===== src/rtl/fetch_pkg.sv =====
// Shared constants and types for the instruction fetch stage.
// The stop-opcode helper is only used when FETCH_HALT_EN is defined.
package fetch_pkg;

  localparam int unsigned ADDR_W = 4;
  localparam int unsigned INST_W = 16;
  localparam int unsigned OPC_HI = 15;
  localparam int unsigned OPC_LO = 12;
  localparam logic [OPC_HI-OPC_LO:0] OPC_HALT = 4'b0000;

  typedef enum logic {
    ST_RUN,
    ST_HALTED
  } fetch_state_e;

  function automatic logic is_halt_op(input logic [INST_W-1:0] inst);
    return inst[OPC_HI:OPC_LO] == OPC_HALT;
  endfunction

endpackage


===== src/rtl/instruction_fetch_if.sv =====
// Bundle of the ROM, redirect and decode-handshake signals around the fetch stage.
// master: the fetch stage itself; slave: ROM/execute/decode side.
interface instruction_fetch_if #(
  parameter int unsigned ADDR_W = 4,
  parameter int unsigned INST_W = 16
);

  logic [ADDR_W-1:0] rom_addr;
  logic [INST_W-1:0] rom_inst;
  logic              redirect_valid;
  logic [ADDR_W-1:0] redirect_pc;
  logic              if_valid;
  logic              if_ready;
  logic [INST_W-1:0] if_inst;
  logic [ADDR_W-1:0] if_pc;
  logic              halted;

  modport master (
    output rom_addr,
    input  rom_inst,
    input  redirect_valid,
    input  redirect_pc,
    output if_valid,
    input  if_ready,
    output if_inst,
    output if_pc,
    output halted
  );

  modport slave (
    input  rom_addr,
    output rom_inst,
    output redirect_valid,
    output redirect_pc,
    input  if_valid,
    output if_ready,
    input  if_inst,
    input  if_pc,
    input  halted
  );

endinterface


===== src/rtl/pc_counter.sv =====
// Program counter: async reset to RESET_PC, redirect load has priority over increment.
// Increment wraps naturally at 2**ADDR_W.
module pc_counter #(
  parameter int unsigned     ADDR_W   = 4,
  parameter logic [ADDR_W-1:0] RESET_PC = '0
) (
  input  logic              clk,
  input  logic              rst,
  input  logic              redirect_i,
  input  logic [ADDR_W-1:0] redirect_pc_i,
  input  logic              inc_i,
  output logic [ADDR_W-1:0] pc_o
);

  logic [ADDR_W-1:0] pc_q, pc_d;

  always_comb begin
    pc_d = pc_q;
    if (redirect_i) begin
      pc_d = redirect_pc_i;
    end else if (inc_i) begin
      pc_d = pc_q + ADDR_W'(1);
    end
  end

  always_ff @(posedge clk or posedge rst) begin
    if (rst) begin
      pc_q <= RESET_PC;
    end else begin
      pc_q <= pc_d;
    end
  end

  assign pc_o = pc_q;

endmodule


===== src/rtl/instruction_fetch.sv =====
// Fetch stage: drives ROM address from pc, registers the returned word and presents it to
// decode over valid/ready. Define FETCH_HALT_EN to stop fetching on opcode 4'b0000.
module instruction_fetch #(
  parameter int unsigned       ADDR_W   = fetch_pkg::ADDR_W,
  parameter int unsigned       INST_W   = fetch_pkg::INST_W,
  parameter logic [ADDR_W-1:0] RESET_PC = '0
) (
  input logic                 clk,
  input logic                 rst,
  instruction_fetch_if.master bus
);

  import fetch_pkg::*;

  logic [ADDR_W-1:0] pc;
  logic              load;
  logic              inc;
  logic              run;
  logic              halt_hit;

  logic              valid_q, valid_d;
  logic [INST_W-1:0] inst_q, inst_d;
  logic [ADDR_W-1:0] if_pc_q, if_pc_d;

  pc_counter #(
    .ADDR_W  (ADDR_W),
    .RESET_PC(RESET_PC)
  ) u_pc_counter (
    .clk          (clk),
    .rst          (rst),
    .redirect_i   (bus.redirect_valid),
    .redirect_pc_i(bus.redirect_pc),
    .inc_i        (inc),
    .pc_o         (pc)
  );

  assign load = !valid_q || bus.if_ready;

`ifdef FETCH_HALT_EN
  fetch_state_e state_q, state_d;

  assign run      = (state_q == ST_RUN);
  assign halt_hit = is_halt_op(bus.rom_inst);

  always_comb begin
    state_d = state_q;
    if (bus.redirect_valid) begin
      state_d = ST_RUN;
    end else if (run && load && halt_hit) begin
      state_d = ST_HALTED;
    end
  end

  always_ff @(posedge clk or posedge rst) begin
    if (rst) begin
      state_q <= ST_RUN;
    end else begin
      state_q <= state_d;
    end
  end

  assign bus.halted = (state_q == ST_HALTED);
`else
  assign run        = 1'b1;
  assign halt_hit   = 1'b0;
  assign bus.halted = 1'b0;
`endif

  // Redirect flushes the held word even when decode is accepting it this cycle.
  always_comb begin
    valid_d = valid_q;
    inst_d  = inst_q;
    if_pc_d = if_pc_q;
    inc     = 1'b0;
    if (bus.redirect_valid) begin
      valid_d = 1'b0;
    end else if (run && load) begin
      valid_d = 1'b1;
      inst_d  = bus.rom_inst;
      if_pc_d = pc;
      inc     = !halt_hit;
    end else if (valid_q && bus.if_ready) begin
      valid_d = 1'b0;
    end
  end

  always_ff @(posedge clk or posedge rst) begin
    if (rst) begin
      valid_q <= 1'b0;
      inst_q  <= '0;
      if_pc_q <= '0;
    end else begin
      valid_q <= valid_d;
      inst_q  <= inst_d;
      if_pc_q <= if_pc_d;
    end
  end

  assign bus.rom_addr = pc;
  assign bus.if_valid = valid_q;
  assign bus.if_inst  = inst_q;
  assign bus.if_pc    = if_pc_q;

endmodule

===== src/flat_wrapper.sv =====
// flat-port wrapper written by rule: the top's interface ports become plain ports
module instruction_fetch_flat import fetch_pkg::*;
#(
  parameter int unsigned       ADDR_W   = fetch_pkg::ADDR_W,
  parameter int unsigned       INST_W   = fetch_pkg::INST_W,
  parameter logic [ADDR_W-1:0] RESET_PC = '0
)
  (clk, rst, bus_rom_addr, bus_rom_inst, bus_redirect_valid, bus_redirect_pc, bus_if_valid, bus_if_ready, bus_if_inst, bus_if_pc, bus_halted);
  instruction_fetch_if #(.ADDR_W(ADDR_W), .INST_W(INST_W)) bus_i ();
  input logic clk;
  input logic rst;
  output wire logic [$bits(bus_i.rom_addr)-1:0] bus_rom_addr;
  input wire logic [$bits(bus_i.rom_inst)-1:0] bus_rom_inst;
  input wire logic [$bits(bus_i.redirect_valid)-1:0] bus_redirect_valid;
  input wire logic [$bits(bus_i.redirect_pc)-1:0] bus_redirect_pc;
  output wire logic [$bits(bus_i.if_valid)-1:0] bus_if_valid;
  input wire logic [$bits(bus_i.if_ready)-1:0] bus_if_ready;
  output wire logic [$bits(bus_i.if_inst)-1:0] bus_if_inst;
  output wire logic [$bits(bus_i.if_pc)-1:0] bus_if_pc;
  output wire logic [$bits(bus_i.halted)-1:0] bus_halted;
  assign bus_rom_addr = bus_i.rom_addr;
  assign bus_i.rom_inst = bus_rom_inst;
  assign bus_i.redirect_valid = bus_redirect_valid;
  assign bus_i.redirect_pc = bus_redirect_pc;
  assign bus_if_valid = bus_i.if_valid;
  assign bus_i.if_ready = bus_if_ready;
  assign bus_if_inst = bus_i.if_inst;
  assign bus_if_pc = bus_i.if_pc;
  assign bus_halted = bus_i.halted;
  instruction_fetch #(.ADDR_W(ADDR_W), .INST_W(INST_W), .RESET_PC(RESET_PC)) u_core (.clk(clk), .rst(rst), .bus(bus_i));
endmodule

===== config.mk =====
export PLATFORM = sky130hd
export DESIGN_NAME = instruction_fetch_flat
export DESIGN_NICKNAME = d
export VERILOG_FILES = /design/src/rtl/fetch_pkg.sv /design/src/rtl/instruction_fetch_if.sv /design/src/rtl/pc_counter.sv /design/src/rtl/instruction_fetch.sv /design/src/flat_wrapper.sv
export SDC_FILE = /design/constraint.sdc
export NUM_CORES = 1
export LEC_CHECK = 0
export ABC_CLOCK_PERIOD_IN_PS = 1300
export CAP_MARGIN = 20
export CORE_UTILIZATION = 35
export CTS_BUF_LIST = sky130_fd_sc_hd__clkbuf_16
export CTS_CLUSTER_DIAMETER = 60
export DETAILED_ROUTE_END_ITERATION = 8
export GPL_TIMING_DRIVEN = 0
export PLACE_DENSITY = 0.73
export RECOVER_POWER = 50
export SLEW_MARGIN = 20
export SYNTH_ARGS = -nofsm -noshare
export SYNTH_HDL_FRONTEND = slang
export SYNTH_SLANG_ARGS = --single-unit

===== constraint.sdc =====
create_clock -name clk -period 1.3 [get_ports clk]
set_input_delay 0.13 -clock clk [delete_from_list [all_inputs] [get_ports clk]]
set_output_delay 0.13 -clock clk [all_outputs]
set_load 0.005 [all_outputs]

==> metrics, run 1 <==
number of DRC markers in iteration 0 12; CTS Buf Count 3; fin crit period 1.26 ns; cell with the most instances after synthesis dfrtp_1; mean post-synth cell area 14.6 sq um; Reg clk slew, reported paths 0.06 ns; Power Density 1280 nW/um^2; worst skew pair latency 0.26 ns; max incr delay on CP 0.38 ns; final antenna-violating net count 0; post-DR wirelength/cell 14.7 um; area grow syn2layout 64.9%; placer congestion estimate 0.683; f_max 0.791 GHz; vias in the first global route 784; Final Cycle Share 0.973; Commonest cells post-synth dfrtp_1, mux2_2, o21ai_0; Worst Path Class, Setup reg2reg; chip width 56.4 um; share of the synthesized area in the top cell type 0.604; pre-CTS WS -0.257 ns; R2R Setup Slk 0.04 ns; net count reported at finish 153; async set or reset register ratio after synthesis 1.00; final WL 2320 um; # rows 19; CTS tree built; detailed-route vias per instance 4.89; Max transition margin 0.393; post-DP HPWL 1520 um; die area 3180 sq um; share of cells above drive strength 1 0.276; PnR Total Power 2190 uW; worst vdd ir 1.19 mV; I/O pin cnt 50; startpoint types flip-flop; largest net degree at the start of global routing 26; post-synth cell types 18; post-synth net total 96; crit path cell chain nor2b_4 > nor2_4 > buf_6 > mux2_2; Worst Path Arrival 1.41 ns; worst path required time 1.44 ns; RSZ-0062 raised after global routing true; total number of yosys warnings 0; status completed; clock sinks 25; number of synthesized flops with an enable pin 0; global route overflow 0; Vias 773; Die Span Y 56.4 um; Clock Path Buffers 2; DRC Markers 0; synth top area cells dfrtp_1, mux2_2, buf_6, mux2_4, o21ai_0; Clock Tree Root clkbuf_16; first-pass GRT wire length 3690 um; # Max-Cap Violations 0; setup ws final 0.0357 ns; hold crit path type in2async; Final setup violation count 0; FF+latch count, synth 25; Worst setup EP type flip-flop; Worst path slowest cell dfrtp_1; number of port buffers 48; Core ar. 2780 sq um; first drt pass iteration count 3; Cell Area, Synth 1040 sq um; cell accounting for the most synthesized area dfrtp_1; Antenna diodes 0; GRT Total Usage 0.155; worst slew pin tran 0.909 ns; final hold violations 0; initial antenna violation count 0; WP buf/inv 1; sequential share of the synthesized area 0.604; initial core utilization 0.372; Synth Instances 71; top_reg_cell synth dfrtp_1; max-slew violation count 0; skew final 0.00284 ns; Leak 0.000759 uW; family with the most delay on the worst path flip-flops; worst-path fanout max 5; CTS H-tree lvls 1
-- metal layers --
layer / up-vias / GRT usage / part of all wire
met5: - / 0 / 0
li1: 354 / - / -
met2: 27 / 0.252 / 0.52
met4: 0 / 0.0523 / 0.0073
met3: 2 / 0.0484 / 0.063
met1: 390 / 0.195 / 0.41
-- kinds of logic (layout without fill, tap and decap cells) --
group,count (synthesis),after routing,share of synthesized area
DFF,25,25,0.604
muxes,21,21,0.234
and+or+nand+nor,9,9,0.0556
buffers and inverters,7,63,0.0507
AOI/OAI and AO/OA,6,6,0.0314
adders and majority gates,1,1,0.0121
other,1,1,0.00362
xor gates and xnor gates,1,1,0.00846
-- power by group --
| part | total [uW] | leakage, uW | switching, uW | internal [uW] |
|---|---|---|---|---|
| Clock | 668 | 0.0000409 | 255 | 414 |
| Combinational | 562 | 0.000428 | 165 | 396 |
| Sequential | 957 | 0.000291 | 67.4 | 890 |
| Total | 2190 | 0.000759 | 488 | 1700 |
-- flip-flops by register name, indices dropped and copies added, names as in the netlist --
register	count
u_core.bus.if_inst	16
u_core.bus.if_pc	4
u_core.u_pc_counter.pc_o	4
u_core.bus.if_valid	1
-- area by class of cell --
type | count | area [sq um]
Clock buffer | 3 | 75.1
Timing Repair Buffer | 53 | 522
Tap cell | 31 | 38.8
Inverter | 3 | 11.3
Sequential cell | 25 | 627
Multi-Input combinational cell | 39 | 399
Clock inverter | 1 | 5.00
Buffer | 3 | 30.0
Fill cell | 223 | 1070
-- worst reg2reg max path, cell delays in order (launching register included) --
cell     delay, ns
dfrtp_1       0.38
nor2b_4       0.14
nor2_4        0.15
buf_6         0.16
mux2_2        0.33
-- path summary, 6_finish.rpt --
kind / depth (start not counted) / endpoint / startpoint
max: 4 / u_core.bus.if_inst[2]$_DFFE_PP0P_ / u_core.bus.if_valid$_DFFE_PP0P_
min: 2 / u_core.bus.if_inst[4]$_DFFE_PP0P_ / rst
max reg2reg: 4 / u_core.bus.if_inst[2]$_DFFE_PP0P_ / u_core.bus.if_valid$_DFFE_PP0P_
min reg2reg: 1 / u_core.bus.if_inst[1]$_DFFE_PP0P_ / u_core.bus.if_inst[1]$_DFFE_PP0P_
max in group asynchronous: 2 / u_core.u_pc_counter.pc_o[0]$_DFFE_PP0P_ / rst
min in group clk: 3 / u_core.u_pc_counter.pc_o[0]$_DFFE_PP0P_ / bus_redirect_pc[0]
-- per-stage QoR --
step                 util  TNS [ns]  hold WS (ns)  std cells  cell area [sq um]
floorplan               -         0         0.157         71               1040
global placement    0.559     -4.79         0.490        150               1560
detailed placement  0.559     -4.90         0.495        150               1560
CTS                 0.612         0         0.419        158               1700
global route        0.614    -0.141         0.468        158               1710
finish              0.614         0         0.392        158               1710
-- timing repair --
item	4_1_cts	5_1_grt
endpoints found under the setup margin	24	21
buffers inserted	3	0
hold buffers	0	0
gates resized for setup	17	2
cloned	2	0
pin swaps	1	3
endpoints found under the hold margin	0	0
-- cell usage in the layout (no fill, tap or decap), types with 2 or more instances in the layout --
cell type / n
clkbuf_16: 3
dlygate4sd2_1: 3
mux2_2: 7
inv_1: 3
nand2_1: 2
clkdlybuf4s50_1: 45
dfrtp_1: 24
buf_4: 4
a31oi_1: 2
buf_6: 4
or3_1: 2
nor2_1: 2
mux2_4: 13
o21ai_0: 4
No activity file was read; power rests on OpenSTA's default activity.
==> run 2: changes to the inputs <==
--- a/config.mk
+++ b/config.mk
@@ -7,12 +7,14 @@
 export LEC_CHECK = 0
 export ABC_CLOCK_PERIOD_IN_PS = 1300
 export CAP_MARGIN = 20
-export CORE_UTILIZATION = 35
+export CELL_PAD_IN_SITES_DETAIL_PLACEMENT = 0
+export CELL_PAD_IN_SITES_GLOBAL_PLACEMENT = 2
+export CORE_UTILIZATION = 22
 export CTS_BUF_LIST = sky130_fd_sc_hd__clkbuf_16
-export CTS_CLUSTER_DIAMETER = 60
+export CTS_CLUSTER_DIAMETER = 30
 export DETAILED_ROUTE_END_ITERATION = 8
 export GPL_TIMING_DRIVEN = 0
-export PLACE_DENSITY = 0.73
+export PLACE_DENSITY_LB_ADDON = 0.1
 export RECOVER_POWER = 50
 export SLEW_MARGIN = 20
 export SYNTH_ARGS = -nofsm -noshare
==> metrics, run 2 (same netlist as run 1, synthesis figures left out) <==
clock sinks 25 (unchanged); most common cell after layout, fill and taps aside clkdlybuf4s50_1; skew final 0.00591 ns (+0.00308 ns); PnR Total Power 2250 uW (+3.0%); Worst path slowest cell dfrtp_1; Leak 0.000815 uW (+7.4%); f_max 0.788 GHz (-0.43%); worst vdd ir 0.567 mV (-52%); GRT Total Usage 0.103 (-0.0520); startpoint types flip-flop; final antenna-violating net count 0 (unchanged); placer congestion estimate 0.631 (-7.6%); Critical Path Start u_core.bus.if_valid$_DFFE_PP0P_; final instance area 1800 sq um (+5.6%); DRC Markers 10 (+10); vias in the first global route 759 (-3.2%); Worst Path Arrival 1.41 ns (about the same); failing checks design-rule violations; number of port buffers 48 (unchanged); initial core utilization 0.233 (-0.139); Critical R2R Launch u_core.bus.if_valid$_DFFE_PP0P_; Vias 730 (-5.6%); max-slew violation count 0 (unchanged); worst path required time 1.44 ns (about the same); first drt pass iteration count 5 (+2); family with the most delay on the worst path flip-flops; fin crit period 1.27 ns (+0.00544 ns); Reg clk slew, reported paths 0.07 ns (about the same); Antenna diodes 0 (unchanged); final hold violations 0 (unchanged); CTS Buf Count 3 (unchanged); Worst setup EP type flip-flop; CTS H-tree lvls 1 (unchanged); Final setup violation count 0 (unchanged); dpl cell area 1580 sq um (+1.7%); # rows 24 (+5); Power Density 1250 nW/um^2 (-2.5%); detailed-route vias per instance 4.01 (-18%); Die Span Y 70.6 um (+25%); initial antenna violation count 0 (unchanged); Worst Path Class, Setup reg2reg; commonest cells after routing, fill and taps aside clkdlybuf4s50_1, dfrtp_1, mux2_4; status finished with violations; CTS tree built; crit path cell chain nor2b_4 > nor2_4 > buf_12 > mux2_4; RSZ-0062 raised after global routing true; die area 4990 sq um (+57%); max incr delay on CP 0.37 ns (about the same); net count reported at finish 156 (+2.0%); largest net degree at the start of global routing 26 (unchanged); I/O pin cnt 50 (unchanged); first-pass GRT wire length 3920 um (+6.2%); chip width 70.6 um (+25%); # Max-Cap Violations 0 (unchanged); Clock Path Buffers 2 (unchanged); global route overflow 0 (unchanged); number of DRC markers in iteration 0 21 (+9); Core ar. 4440 sq um (+60%); Max transition margin 0.646 (+0.252); hold crit path type in2async; worst-path fanout max 10 (+5); max reg flops 16 (unchanged); WP buf/inv 1 (unchanged); worst skew pair latency 0.26 ns (about the same); share of cells above drive strength 1 0.292 (+0.0167); worst slew pin tran 0.531 ns (-0.378 ns); final WL 2410 um (+4.1%); Final Cycle Share 0.977 (+0.00418); post-DP HPWL 1560 um (+2.6%); area grow syn2layout 74.0%; Clock Tree Root clkbuf_16; post-DR wirelength/cell 13.3 um (-9.7%)
==> run 2: changes by cell type in the layout (fill, tap and decap cells not counted) <==
cell            previous run  this run
dlymetal6s2s_1             0         1
dlygate4sd2_1              3         1
mux2_2                     7         0
buf_6                      4         2
buf_4                      4         6
dlygate4sd3_1              0         1
mux2_4                    13        20
clkbuf_2                   0         1
buf_12                     0         2
==> run 2: worst paths after layout <==
path                                                                 to  slack, ns  cells after the start
worst max-delay path                 u_core.bus.if_inst[10]$_DFFE_PP0P_       0.03                      4
worst min-delay path                 u_core.bus.if_inst[13]$_DFFE_PP0P_       0.34                      2
worst max register to register       u_core.bus.if_inst[10]$_DFFE_PP0P_       0.03                      4
worst min register to register       u_core.bus.if_inst[15]$_DFFE_PP0P_       0.51                      1
max in group asynchronous            u_core.bus.if_inst[15]$_DFFE_PP0P_       0.26                      3
min in group clk                u_core.u_pc_counter.pc_o[0]$_DFFE_PP0P_       0.42                      3
==> run 2: metal layers <==
metal | wire [um] | vias to the layer above | track usage
met5 | 0 | - | 0
met3 | 183 | 2 | 0.0370
met4 | 12 | 0 | 0.0267
li1 | - | 360 | -
met1 | 1130 | 339 | 0.142
met2 | 1080 | 29 | 0.153
==> run 2: layout make-up <==
cell class	count	area, sq um
clock buffers	3	75.1
well taps	52	65.1
flip-flops and latches	25	627
repair buffers	57	567
clock inverters	1	5.00
plain buffers	2	27.5
fillers	429	2640
multi-input cells	39	425
inverters	3	11.3
==> run 2: metrics by stage <==
| stage | setup TNS (ns) | worst slack (ns) | utilization | std cells | hold slack [ns] |
|---|---|---|---|---|---|
| after floorplan | 0 | 0.00607 | - | 71 | 0.157 |
| after global placement | -7.20 | -0.250 | 0.356 | 171 | 0.488 |
| after detailed placement | -7.31 | -0.261 | 0.356 | 171 | 0.495 |
| after CTS | -0.632 | -0.0563 | 0.408 | 182 | 0.422 |
| after global routing | -0.358 | -0.0299 | 0.406 | 182 | 0.395 |
| final | 0 | 0.0303 | 0.406 | 182 | 0.342 |
==> run 2: worst register-to-register path, stage by stage, from the launching register on <==
cell,delay (ns)
dfrtp_1,0.37
nor2b_4,0.14
nor2_4,0.16
buf_12,0.17
mux2_4,0.31
==> run 2: what timing repair did <==
action                     4_1_cts  5_1_grt
gates resized for setup         22        5
setup buffers                    7        1
setup endpoints to repair       24       23
pin swaps                        1        2
gates cloned                     1        0
hold buffers                     0        0
==> run 2: report_power, final <==
group	switching (uW)	leakage, uW	internal, uW	total (uW)
Sequential	64.7	0.000291	889	954
Combinational	173	0.000483	443	616
Clock	268	0.0000409	414	682
==> run 3: changes to the inputs <==
--- a/config.mk
+++ b/config.mk
@@ -9,6 +9,7 @@
 export CAP_MARGIN = 20
 export CELL_PAD_IN_SITES_DETAIL_PLACEMENT = 0
 export CELL_PAD_IN_SITES_GLOBAL_PLACEMENT = 2
+export CORE_MARGIN = 1
 export CORE_UTILIZATION = 22
 export CTS_BUF_LIST = sky130_fd_sc_hd__clkbuf_16
 export CTS_CLUSTER_DIAMETER = 30
==> results of run 3 <==
No change in the layout: final DEF, timing and power equal those of run 2.
